--- config.mk ---
export PLATFORM = sky130hd
export DESIGN_NAME = regfile_write_arbiter
export DESIGN_NICKNAME = d
export VERILOG_FILES = /design/src/rtl/regfile_pkg.sv /design/src/rtl/regfile_write_arbiter_rr_arbiter.sv /design/src/rtl/regfile_write_arbiter.sv
export SDC_FILE = /design/constraint.sdc
export NUM_CORES = 1
export LEC_CHECK = 0
export ABC_AREA = 0
export BUFFER_PORTS_ARGS = -buffer_cell sky130_fd_sc_hd__buf_4
export CELL_PAD_IN_SITES_DETAIL_PLACEMENT = 0
export CELL_PAD_IN_SITES_GLOBAL_PLACEMENT = 2
export CORE_MARGIN = 3
export CORE_UTILIZATION = 23
export CTS_CLUSTER_DIAMETER = 40
export CTS_CLUSTER_SIZE = 40
export DETAILED_ROUTE_END_ITERATION = 7
export GPL_TIMING_DRIVEN = 0
export PLACE_DENSITY_LB_ADDON = 0.1
export SLEW_MARGIN = 20
export SYNTH_ARGS = -nofsm -noshare
export SYNTH_HDL_FRONTEND = slang
export SYNTH_SLANG_ARGS = --single-unit
--- constraint.sdc ---
create_clock -name clock -period 1.9 [get_ports clock]
set_input_delay 0.095 -clock clock [delete_from_list [all_inputs] [get_ports clock]]
set_output_delay 0.095 -clock clock [all_outputs]
set_load 0.02 [all_outputs]
--- src/rtl/regfile_pkg.sv ---
// rtl/regfile_pkg.sv - shared register file constants and types for the MIPS16 register file
package regfile_pkg;

    localparam int REG_ADDR_W    = 4;
    localparam int REG_DATA_W    = 16;
    localparam int NUM_ARCH_REGS = 16;
    localparam int ZERO_REG      = 0;

    typedef logic [REG_ADDR_W-1:0] reg_addr_t;
    typedef logic [REG_DATA_W-1:0] reg_data_t;

endpackage

--- src/rtl/regfile_write_arbiter_rr_arbiter.sv ---
// rtl/regfile_write_arbiter_rr_arbiter.sv - combinational round-robin grant from a pointer;
// REGFILE_ARB_FIXED_PRIO_EN selects fixed lowest-index priority instead
module rr_arbiter #(
    parameter int NUM_REQ = 2,
    parameter int PTR_W   = $clog2(NUM_REQ)
) (
    input  logic [NUM_REQ-1:0] req_i,
    input  logic [PTR_W-1:0]   ptr_i,
    output logic [NUM_REQ-1:0] gnt_o,
    output logic [PTR_W-1:0]   gnt_idx_o,
    output logic               gnt_valid_o
);

    always_comb begin
        int               idx;
        logic [PTR_W-1:0] sel;
        idx         = 0;
        sel         = '0;
        gnt_o       = '0;
        gnt_idx_o   = '0;
        gnt_valid_o = 1'b0;
`ifdef REGFILE_ARB_FIXED_PRIO_EN
        // Scan downward so the lowest requesting index is the last one written
        for (int i = NUM_REQ - 1; i >= 0; i--) begin
            sel = PTR_W'(i);
            if (req_i[sel]) begin
                gnt_idx_o   = sel;
                gnt_valid_o = 1'b1;
            end
        end
`else
        // Scan offsets downward so the requester closest to ptr_i wins
        for (int k = NUM_REQ - 1; k >= 0; k--) begin
            idx = int'(ptr_i) + k;
            if (idx >= NUM_REQ) begin
                idx = idx - NUM_REQ;
            end
            sel = PTR_W'(idx);
            if (req_i[sel]) begin
                gnt_idx_o   = sel;
                gnt_valid_o = 1'b1;
            end
        end
`endif
        if (gnt_valid_o) begin
            gnt_o[gnt_idx_o] = 1'b1;
        end
    end

endmodule

--- src/rtl/regfile_write_arbiter.sv ---
// rtl/regfile_write_arbiter.sv - arbitrated register file write port with busy scoreboard;
// REGFILE_ARB_FIXED_PRIO_EN selects fixed priority and removes the round-robin pointer
module regfile_write_arbiter
    import regfile_pkg::*;
#(
    parameter int NUM_REQ  = 2,
    parameter int DATA_W   = REG_DATA_W,
    parameter int ADDR_W   = REG_ADDR_W,
    parameter int NUM_REGS = NUM_ARCH_REGS
) (
    input  logic                        clock,
    input  logic                        reset,
    input  logic [NUM_REQ-1:0]          req_valid,
    output logic [NUM_REQ-1:0]          req_ready,
    input  logic [NUM_REQ*ADDR_W-1:0]   req_dest,
    input  logic [NUM_REQ*DATA_W-1:0]   req_data,
    input  logic                        claim_valid,
    input  logic [ADDR_W-1:0]           claim_dest,
    output logic                        reg_write_en,
    output logic [ADDR_W-1:0]           reg_write_dest,
    output logic [DATA_W-1:0]           reg_write_data,
    output logic [NUM_REGS-1:0]         busy,
    output logic                        err_unclaimed
);

    localparam int PTR_W = $clog2(NUM_REQ);
    localparam logic [ADDR_W-1:0] ZERO_ADDR = ADDR_W'(ZERO_REG);

    logic [ADDR_W-1:0]   dest_arr [NUM_REQ];
    logic [DATA_W-1:0]   data_arr [NUM_REQ];
    logic [PTR_W-1:0]    ptr_q;
    logic [PTR_W-1:0]    gnt_idx;
    logic                accept;
    logic [ADDR_W-1:0]   sel_dest;
    logic [DATA_W-1:0]   sel_data;

    logic                wr_en_q, wr_en_d;
    logic [ADDR_W-1:0]   wr_dest_q, wr_dest_d;
    logic [DATA_W-1:0]   wr_data_q, wr_data_d;
    logic [NUM_REGS-1:0] busy_q, busy_d;
    logic                err_q, err_d;

    for (genvar i = 0; i < NUM_REQ; i++) begin : g_unpack
        assign dest_arr[i] = req_dest[i*ADDR_W +: ADDR_W];
        assign data_arr[i] = req_data[i*DATA_W +: DATA_W];
    end

    rr_arbiter #(
        .NUM_REQ (NUM_REQ),
        .PTR_W   (PTR_W)
    ) u_arb (
        .req_i       (req_valid),
        .ptr_i       (ptr_q),
        .gnt_o       (req_ready),
        .gnt_idx_o   (gnt_idx),
        .gnt_valid_o (accept)
    );

    assign sel_dest = dest_arr[gnt_idx];
    assign sel_data = data_arr[gnt_idx];

`ifdef REGFILE_ARB_FIXED_PRIO_EN
    assign ptr_q = '0;
`else
    logic [PTR_W-1:0] ptr_d;

    always_comb begin
        ptr_d = ptr_q;
        if (accept) begin
            ptr_d = (gnt_idx == PTR_W'(NUM_REQ - 1)) ? '0 : gnt_idx + 1'b1;
        end
    end

    always_ff @(posedge clock or posedge reset) begin
        if (reset) begin
            ptr_q <= '0;
        end else begin
            ptr_q <= ptr_d;
        end
    end
`endif

    always_comb begin
        wr_en_d   = 1'b0;
        wr_dest_d = wr_dest_q;
        wr_data_d = wr_data_q;
        busy_d    = busy_q;
        err_d     = err_q;
        if (accept) begin
            wr_dest_d = sel_dest;
            wr_data_d = sel_data;
            if (sel_dest != ZERO_ADDR) begin
                wr_en_d           = 1'b1;
                err_d             = err_q | ~busy_q[sel_dest];
                busy_d[sel_dest]  = 1'b0;
            end
        end
        // Claim is applied after the clear so a new producer stays outstanding
        if (claim_valid && (claim_dest != ZERO_ADDR)) begin
            busy_d[claim_dest] = 1'b1;
        end
        busy_d[ZERO_REG] = 1'b0;
    end

    always_ff @(posedge clock or posedge reset) begin
        if (reset) begin
            wr_en_q   <= 1'b0;
            wr_dest_q <= '0;
            wr_data_q <= '0;
            busy_q    <= '0;
            err_q     <= 1'b0;
        end else begin
            wr_en_q   <= wr_en_d;
            wr_dest_q <= wr_dest_d;
            wr_data_q <= wr_data_d;
            busy_q    <= busy_d;
            err_q     <= err_d;
        end
    end

    assign reg_write_en   = wr_en_q;
    assign reg_write_dest = wr_dest_q;
    assign reg_write_data = wr_data_q;
    assign busy           = busy_q;
    assign err_unclaimed  = err_q;

endmodule

* Word level (Yosys, flattened, before mapping) *
Cells that the tools add are included.

operators by class
  multipliers = 0
  multiplexer cells = 31
  divide/modulo/power cells = 0
  bitwise logic cells = 6
  magnitude comparators = 11
  equal/unequal tests = 0
  shift-type cells = 0
  reductions and logical operators = 7
  $add $sub $neg = 4

operator list
  operator                                                                              number
  16-bit 2-to-1 mux                                                                     6
  1-bit 2-to-1 mux                                                                      17
  16-bit AND                                                                            1
  16-bit NOT                                                                            1
  16-bit OR                                                                             1
  4-bit 2-to-1 mux                                                                      3
  4-bit by 5-bit less-than comparator with 1-bit output (second input constant)         2
  1-bit demux with 4-bit select                                                         2
  4-bit by 1-bit greater-or-equal comparator with 1-bit output (second input constant)  2
  4-bit nonzero test                                                                    2
  1-bit by 2-bit less-than comparator with 1-bit output (second input constant)         3
  1-bit binary-select mux with 4-bit select                                             1
  2-bit greater-or-equal comparator (second input constant)                             2
  1-bit logical AND                                                                     4
  1-bit by 1-bit adder with 2-bit output (second input constant)                        1
  1-bit by 2-bit greater-or-equal comparator with 1-bit output (second input constant)  1
  2-bit 2-to-1 mux                                                                      1
  1-bit NOT with 2-bit output                                                           1
  2-bit AND reduction                                                                   1
  1-bit subtractor (second input constant)                                              2
  1-bit adder (second input constant)                                                   1
  1-bit demux with 1-bit select                                                         1
  1-bit greater-or-equal comparator (second input constant)                             1
  1-bit NOT                                                                             1
  1-bit OR                                                                              1

storage, ports and cells
  memory bits (writable) = 0
  bits of input ports = 49
  register bits after elaboration = 38
  ROM bits = 0
  logic and storage cells = 65
  bits in latches = 0
  memories kept = 0

* Depth between registers and ports, before layout *
Gate-level depths: netlist (run 1).

  depth after elaboration = 21
  depth in mapped cells = 8
  gate-level depth less buffers = 6

* By module *
A second synthesis (run 1) with hierarchy kept.

second synthesis, totals
  cells, all modules = 205
  area, all modules = 1981.9 um2

modules (own cells, without submodules)
  module                 cells each  times used  area each (um2)  seq. area each (um2)
  regfile_write_arbiter  200         1           1949.4           950.9
  rr_arbiter             5           1           32.5             0.0

* Worst setup path before layout (run 1) *
No wires, ideal clock.

  path kind = register to register
  start = reg ptr_q
  end = reg wr_data_q[10], in the netlist reg_write_data[10]
  arrival = 1598 ps
  stages on the path, launching flop included = 9
  library setup time = 67 ps
  slack = 236 ps
  cells stage by stage = dfrtp_1 > nand2b_4 > buf_6 > nand2_4 > inv_1 > buf_2 > nor2_1 > nand2_1 > nand2_1

on the way
  word-level cells in the longest chain between the ends = 11

RTL lines
  item                                                                   RTL line                                                                        source
  start: declaration                                                     regfile_write_arbiter.sv:31                                                     logic [PTR_W-1:0] ptr_q;
  start signal: assignment                                               regfile_write_arbiter.sv:78                                                     ptr_q <= ptr_d;
  1-bit by 1-bit adder with 2-bit output                                 regfile_write_arbiter_rr_arbiter.sv:34                                          idx = int'(ptr_i) + k;
  2-bit greater-or-equal comparator or 1-bit subtractor (tied branches)  regfile_write_arbiter_rr_arbiter.sv:35, regfile_write_arbiter_rr_arbiter.sv:36
  1-bit 2-to-1 mux                                                       regfile_write_arbiter_rr_arbiter.sv:35                                          if (idx >= NUM_REQ) begin
  1-bit 2-to-1 mux (implied by the code) (2 in series)                   regfile_write_arbiter_rr_arbiter.sv:39                                          if (req_i[sel]) begin
  1-bit 2-to-1 mux (2 in series)                                         regfile_write_arbiter_rr_arbiter.sv:39
  1-bit NOT with 2-bit output (implied by the code)                      regfile_write_arbiter.sv:60                                                     assign sel_data = data_arr[gnt_idx];
  16-bit 2-to-1 mux (implied by the code) (3 in series)                  regfile_write_arbiter.sv:60
  end signal: assignment                                                 regfile_write_arbiter.sv:115                                                    wr_data_q <= wr_data_d;
  end: declaration                                                       regfile_write_arbiter.sv:39                                                     logic [DATA_W-1:0] wr_data_q, wr_data_d;

Parallel ways exist; a longest one is shown, timed or not. The select of a mux whose other input is x is not followed.
A chain may end at the register's enable or synchronous reset.

* Worst setup path after layout (run 1) *
  start = reg ptr_q
  end = out req_ready[1]

on the way
  word-level cells in the longest chain between the ends = 12

RTL lines
  item                                                                                                                              RTL line                                                                        source
  1-bit by 1-bit adder with 2-bit output                                                                                            regfile_write_arbiter_rr_arbiter.sv:34
  2-bit greater-or-equal comparator or 1-bit subtractor (tied branches)                                                             regfile_write_arbiter_rr_arbiter.sv:35, regfile_write_arbiter_rr_arbiter.sv:36
  1-bit 2-to-1 mux                                                                                                                  regfile_write_arbiter_rr_arbiter.sv:35
  1-bit 2-to-1 mux (implied by the code) (2 in series)                                                                              regfile_write_arbiter_rr_arbiter.sv:39
  1-bit 2-to-1 mux (2 in series)                                                                                                    regfile_write_arbiter_rr_arbiter.sv:39
  1-bit by 2-bit less-than comparator with 1-bit output (implied by the code) or 1-bit greater-or-equal comparator (tied branches)  regfile_write_arbiter_rr_arbiter.sv:46                                          gnt_o[gnt_idx_o] = 1'b1;
  1-bit logical AND (implied by the code)                                                                                           regfile_write_arbiter_rr_arbiter.sv:46
  1-bit 2-to-1 mux (implied by the code)                                                                                            regfile_write_arbiter_rr_arbiter.sv:46
  1-bit demux with 1-bit select                                                                                                     --
  2-bit 2-to-1 mux (*)                                                                                                              regfile_write_arbiter_rr_arbiter.sv:45                                          if (gnt_valid_o) begin
  end: declaration                                                                                                                  regfile_write_arbiter.sv:14                                                     output logic [NUM_REQ-1:0] req_ready,

Mark *: on every way between the ends. The rest lies on a longest branch, timed or not. The select of a mux whose other input is x is not followed.

==> results of run 1 <==
==> state kept, by name, summed over array words and instances (netlist names) <==
name	flops
busy	15
ptr_q	1
err_unclaimed	1
reg_write_en	1
reg_write_data	16
reg_write_dest	4
==> metal layers <==
layer  GRT usage  wire length, um
met1      0.2076             3673
met2      0.2364             3506
met3     0.02799              338
met4     0.03633               97
met5           0                0
==> what timing repair did <==
item | in CTS | in global routing
gates resized for setup | 6 | 17
endpoints found under the hold margin | 22 | 0
gates cloned | 0 | 0
buffers inserted | 0 | 0
hold buffers | 8 | 0
setup endpoints to repair | 3 | 14
==> logic make-up (layout without fill, tap and decap cells) <==
logic type             Yosys count  count (layout)  synth area share
other                            1               1          0.001774
AND/OR/NAND/NOR                 85              85            0.1936
flip-flops                      38              38            0.4500
multiplexers                    10              10           0.06927
AO/OA/AOI/OAI                   76              76            0.2392
buffers and inverters           19             122           0.04618
==> per-stage QoR <==
step / total power, uW / utilization / instance area (sq um) / setup slack [ns]
finish: 2887 / 0.3643 / 3208 / 0.02456
global route: 3060 / 0.3643 / 3208 / -0.07824
CTS: 2878 / 0.3562 / 3137 / 0.009213
detailed placement: 2116 / 0.3318 / 2922 / -0.002330
global placement: 2104 / 0.3295 / 2902 / 0.01122
floorplan: 1625 / - / 2113 / 0.2357
==> cells in the mapped netlist (2+ instances only) <==
cell / count
a2111oi_0: 2
a211oi_1: 4
a21oi_1: 7
a22oi_1: 8
a31oi_1: 11
buf_2: 6
buf_6: 2
clkbuf_1: 6
dfrtp_1: 38
inv_1: 4
mux2_2: 3
mux2i_1: 3
mux4_2: 3
nand2_1: 40
nand2b_1: 6
nand3_1: 2
nand3b_1: 2
nor2_1: 17
nor2b_1: 3
nor4_1: 2
o21ai_0: 22
o31ai_1: 2
o41ai_1: 11
or2_2: 2
==> worst reg2reg max path, cell delays in order (launching register included) <==
cell and delay, ns:
dfrtp_1 0.41, nand2b_4 0.15, buf_6 0.14, nand2_4 0.07
inv_1 0.11, a31oi_2 0.42, o31ai_1 0.14, o32a_1 0.29
==> power groups by stage <==
| stage | logic (uW) | clock network (uW) | registers [uW] |
|---|---|---|---|
| after CTS | 1020 | 753 | 1100 |
| after detailed placement | 999 | 0 | 1120 |
| after global routing | 1140 | 783 | 1140 |
| final | 1040 | 731 | 1110 |
| after global placement | 991 | 0 | 1110 |
| after floorplan | 376 | 0 | 1250 |
==> worst paths after layout <==
path	endpoint
worst max-delay path	req_ready[1]
worst min-delay path	reg_write_data[14]
worst max register to register	err_unclaimed
worst min register to register	reg_write_dest[3]
max in group asynchronous	reg_write_data[1]
min in group asynchronous	busy[7]
==> area by class of cell <==
class,count,area share
multi-input combinational,172,0.3573
sequential,38,0.2964
timing repair buffer,96,0.2360
tap,108,0.04212
buffer,15,0.02847
clock buffer,6,0.02574
clock inverter,1,0.009360
inverter,4,0.004680
==> qor.csv, run 1 <==
metric;value;unit
syn_to_final_growth;51.81;%
synth_area_leaders;dfrtp_1 45%, nand2_1 7.1%, o21ai_0 5.2%, o41ai_1 4.6%, a31oi_1 3.3%;
rrSetupSlack;0.05;ns
gr-total-overflow;0;
synthDistinctLibCells;47;
crit_buf_inv;5;
ys_seq_elements;38;
swShare;0.3520;
combPwrFrac;0.362;
grt_pass1_vias;2167;
hpwl;5.684;mm
rows;34;
layout_common_cells;88 x buf_4, 40 x nand2_1, 38 x dfrtp_1;
synth_edf_count;0;
max_freq;533.2;MHz
clkPwrFrac;0.253;
synthFlopType;dfrtp_1;
power_frac_seq;0.385;
start_util;0.2400;
min_from;req_data[30];
antenna_found_initial;0;
slew_violations;0;
fin_skew;0.008277;ns
io_buffers;87;
worstSkewPairLatency;0.29;ns
place_congestion;0.7495;
fp.dieW;101.9;um
crit_path_start;ptr_q;
cp_num_cells;7;
wl_per_cell;17.31;um
startpoint_type;register;
first_pass_iters;4;
grt_usage;0.1479;
finalSetupViolations;0;
holdWs;0.01956;ns
vias;2131;
path_cells;nand2b_4 -> buf_6 -> nand2_4 -> inv_1 -> buf_6 -> buf_4 -> buf_4;
avgSynthCellArea;9.228;sq um
fin_setup_tns;0;ns
rr_startpoint;ptr_q;
diodes;0;
relSlewSlack;0.6091;
via_per_inst;4.843;
endpoint_kind;output pin;
ys_warn_count;0;
irDropWorstVdd;0.4344;mV
power_density;899.8;nW/um^2
synth_top_area_share;0.4500;
rsz0062_at_grt;true;
seq_area_frac_synth;0.4500;
htree_num_levels;2;
crit_type;reg -> out;
cts_tree;built;
totalWireLength;7.615;mm
nFillCells;932;
min_path_cells;3;
fin_nets;381;
drc;0;
p_leak;0.001450;uW
final_common_cell;buf_4;
grt_pass1_wl;11.75;mm
maxCapViolCount;0;
period_needed;1.875;ns
fin_cells;440;
postSynthNetCount;278;
status;completed;
syn_inst;229;
yosys.area.top_type;dfrtp_1;
core_area;8806;sq um
drive_above_1_share;0.3946;
critPathMaxStageDelay;0.38;ns
critPathSlowestCell;dfrtp_1;
die_area;10370;sq um
grt_max_degree;24;
async_flop_share;1.000;
hp-class;in -> reg;
ff_latch_area;950.9;sq um
p_int;1871;uW
reg2regPathDepth;7;
p_sw;1016;uW
multi_input_area;1146;sq um
hold_violations;0;
cts_sinks;38;
antenna_left;0;
syn_area;2113;sq um
ios;89;
crit_path_max_fanout;10;
cts_root_buf;clkbuf_8;
cts_buffer_depth;2;
period_share;0.9871;
crit_required;1.80;ns
critPathArrivalTime;1.78;ns
drtIter0Drc;62;
numCtsBuffers;5;
cp_top_family;buffers and inverters;
dp.cells;425;
tightest_slew;0.5700;ns
dieHeight;101.9;um
clkSlewWorstSetupHoldPaths;0.09;ns
Power figures use the tool's default switching activity.
==> inputs of run 2 (changes only) <==
- CAP_MARGIN: not set -> 20
- CTS_BUF_LIST: not set -> sky130_fd_sc_hd__clkbuf_16
==> qor.csv, run 2 (synthesized netlist as in run 1, its figures left out) <==
metric;value;unit
io_buffers;87;
layout_common_cells;89 x buf_4, 40 x nand2_1, 38 x dfrtp_1;
crit_path_start;ptr_q;
clkSlewWorstSetupHoldPaths;0.06;ns
largest_register_ffs;16;
fin_skew;0.005704;ns
p_leak;0.001436;uW
dr_wl_met2;3.489;mm
drive_above_1_share;0.3938;
critPathSlowestCell;dfrtp_1;
die_area;10370;sq um
numCtsBuffers;5;
min_to;reg_write_data[9];
cts_buffer_depth;2;
power_density;970.5;nW/um^2
slew_violations;0;
grt_max_degree;24;
critPathArrivalTime;2.06;ns
path_cells;nand2b_4 -> buf_6 -> nand2_4 -> inv_1 -> a21oi_1 -> and3b_1 -> o32a_1;
vias;2121;
relSlewSlack;0.6212;
rsz0062_at_grt;true;
worstSkewPairLatency;0.28;ns
r2r-end;err_unclaimed;
status;completed;
start_util;0.2400;
crit_path_max_fanout;10;
grt_usage;0.1469;
crit_type;reg -> reg;
rows;34;
period_needed;1.900;ns
rrSetupSlack;0.0001;ns
first_pass_iters;4;
htree_num_levels;2;
period_share;0.9999;
hpwl;5.684;mm
dr_wl_met3;424;um
fin_setup_tns;0;ns
grt_pass1_wl;11.68;mm
drc;0;
nFillCells;932;
cts_sinks;38;
wl_per_cell;17.34;um
top_layer;met4;
syn_to_final_growth;49.97;%
worst_slack;0.0001408;ns
rr_startpoint;ptr_q;
reg2regPathDepth;7;
dieHeight;101.9;um
hp-class;in -> reg;
postLayoutCoreUtil;0.3599;
tightest_slew;0.5524;ns
antenna_left;0;
wl_met1;3.538;mm
fp.dieW;101.9;um
via_per_inst;4.898;
drtIter0Drc;50;
irDropWorstVdd;0.4423;mV
maxCapViolCount;0;
gr-total-overflow;0;
final_common_cell;buf_4;
critPathMaxStageDelay;0.40;ns
ios;89;
fin_nets;374;
crit_buf_inv;2;
cts_root_buf;clkbuf_16;
min_from;req_data[9];
startpoint_type;register;
multi_input_area;1135;sq um
max_freq;526.4;MHz
core_area;8806;sq um
antenna_found_initial;0;
finalSetupViolations;0;
diodes;0;
totalWireLength;7.510;mm
place_congestion;0.7495;
crit_required;2.06;ns
postCtsSetupRepairBufs;0;
grt_pass1_vias;2138;
cp_top_family;compound AO/OA/AOI/OAI gates;
ff_latch_area;950.9;sq um
min_path_cells;3;
cp_num_cells;7;
p_total;3076;uW
cts_tree;built;
dpl_worst_slack;-0.002330;ns
hold_violations;0;
endpoint_kind;register;
run 2: changes by cell type in the layout (fill, tap and decap cells not counted), sizes merged:
| cell | before | now |
|---|---|---|
| clkbuf | 12 | 11 |
| clkinv | 0 | 1 |
| dlygate4sd3 | 8 | 1 |
run 2: cell type report:
cell class / instances / share of cell area
clock inverters: 2 / 0.01066
well taps: 108 / 0.04264
repair buffers: 89 / 0.2167
flip-flops and latches: 38 / 0.3000
inverters: 4 / 0.004737
multi-input cells: 172 / 0.3581
clock buffers: 5 / 0.03948
plain buffers: 15 / 0.02764
run 2: per-layer routing:
layer	global-route usage	up-vias
met5	0	-
met2	0.2374	73
li1	-	1034
met1	0.2055	1008
met4	0.03229	0
met3	0.02799	6
run 2: how the worst max path moves through the flow:
stage / endpoint / slack [ns]
after CTS: req_ready[1] / 0.02
after floorplan: reg_write_data[10] / 0.24
final: err_unclaimed / 0.0001
after detailed placement: err_unclaimed / -0.002
after global routing: req_ready[1] / -0.08
after global placement: err_unclaimed / 0.01
run 2: worst min-delay path: stages:
cell and delay [ns]:
buf_4 0.08, nand2_1 0.04, nand2_1 0.05
run 2: power by group:
group          internal, uW  switching (uW)  total (uW)
combinational           482             543        1020
sequential              956             156        1110
clock                   608             331         939
total                  2050            1030        3080
run 2: per-stage QoR:
step / instances / instance area, sq um / hold WS [ns]
after floorplan: 229 / 2113 / 0.2076
after global placement: 424 / 2902 / 0.2920
after detailed placement: 425 / 2922 / 0.1148
after CTS: 433 / 3109 / 0.005226
after global routing: 433 / 3169 / 0.007936
final: 433 / 3169 / 0.01059
run 2: timing repair:
| item | CTS | global route |
|---|---|---|
| resized for setup | 5 | 15 |
| hold buffers | 1 | 0 |
| endpoints found under the hold margin | 15 | 0 |
| pin swaps | 0 | 0 |
| setup endpoints to repair | 3 | 14 |
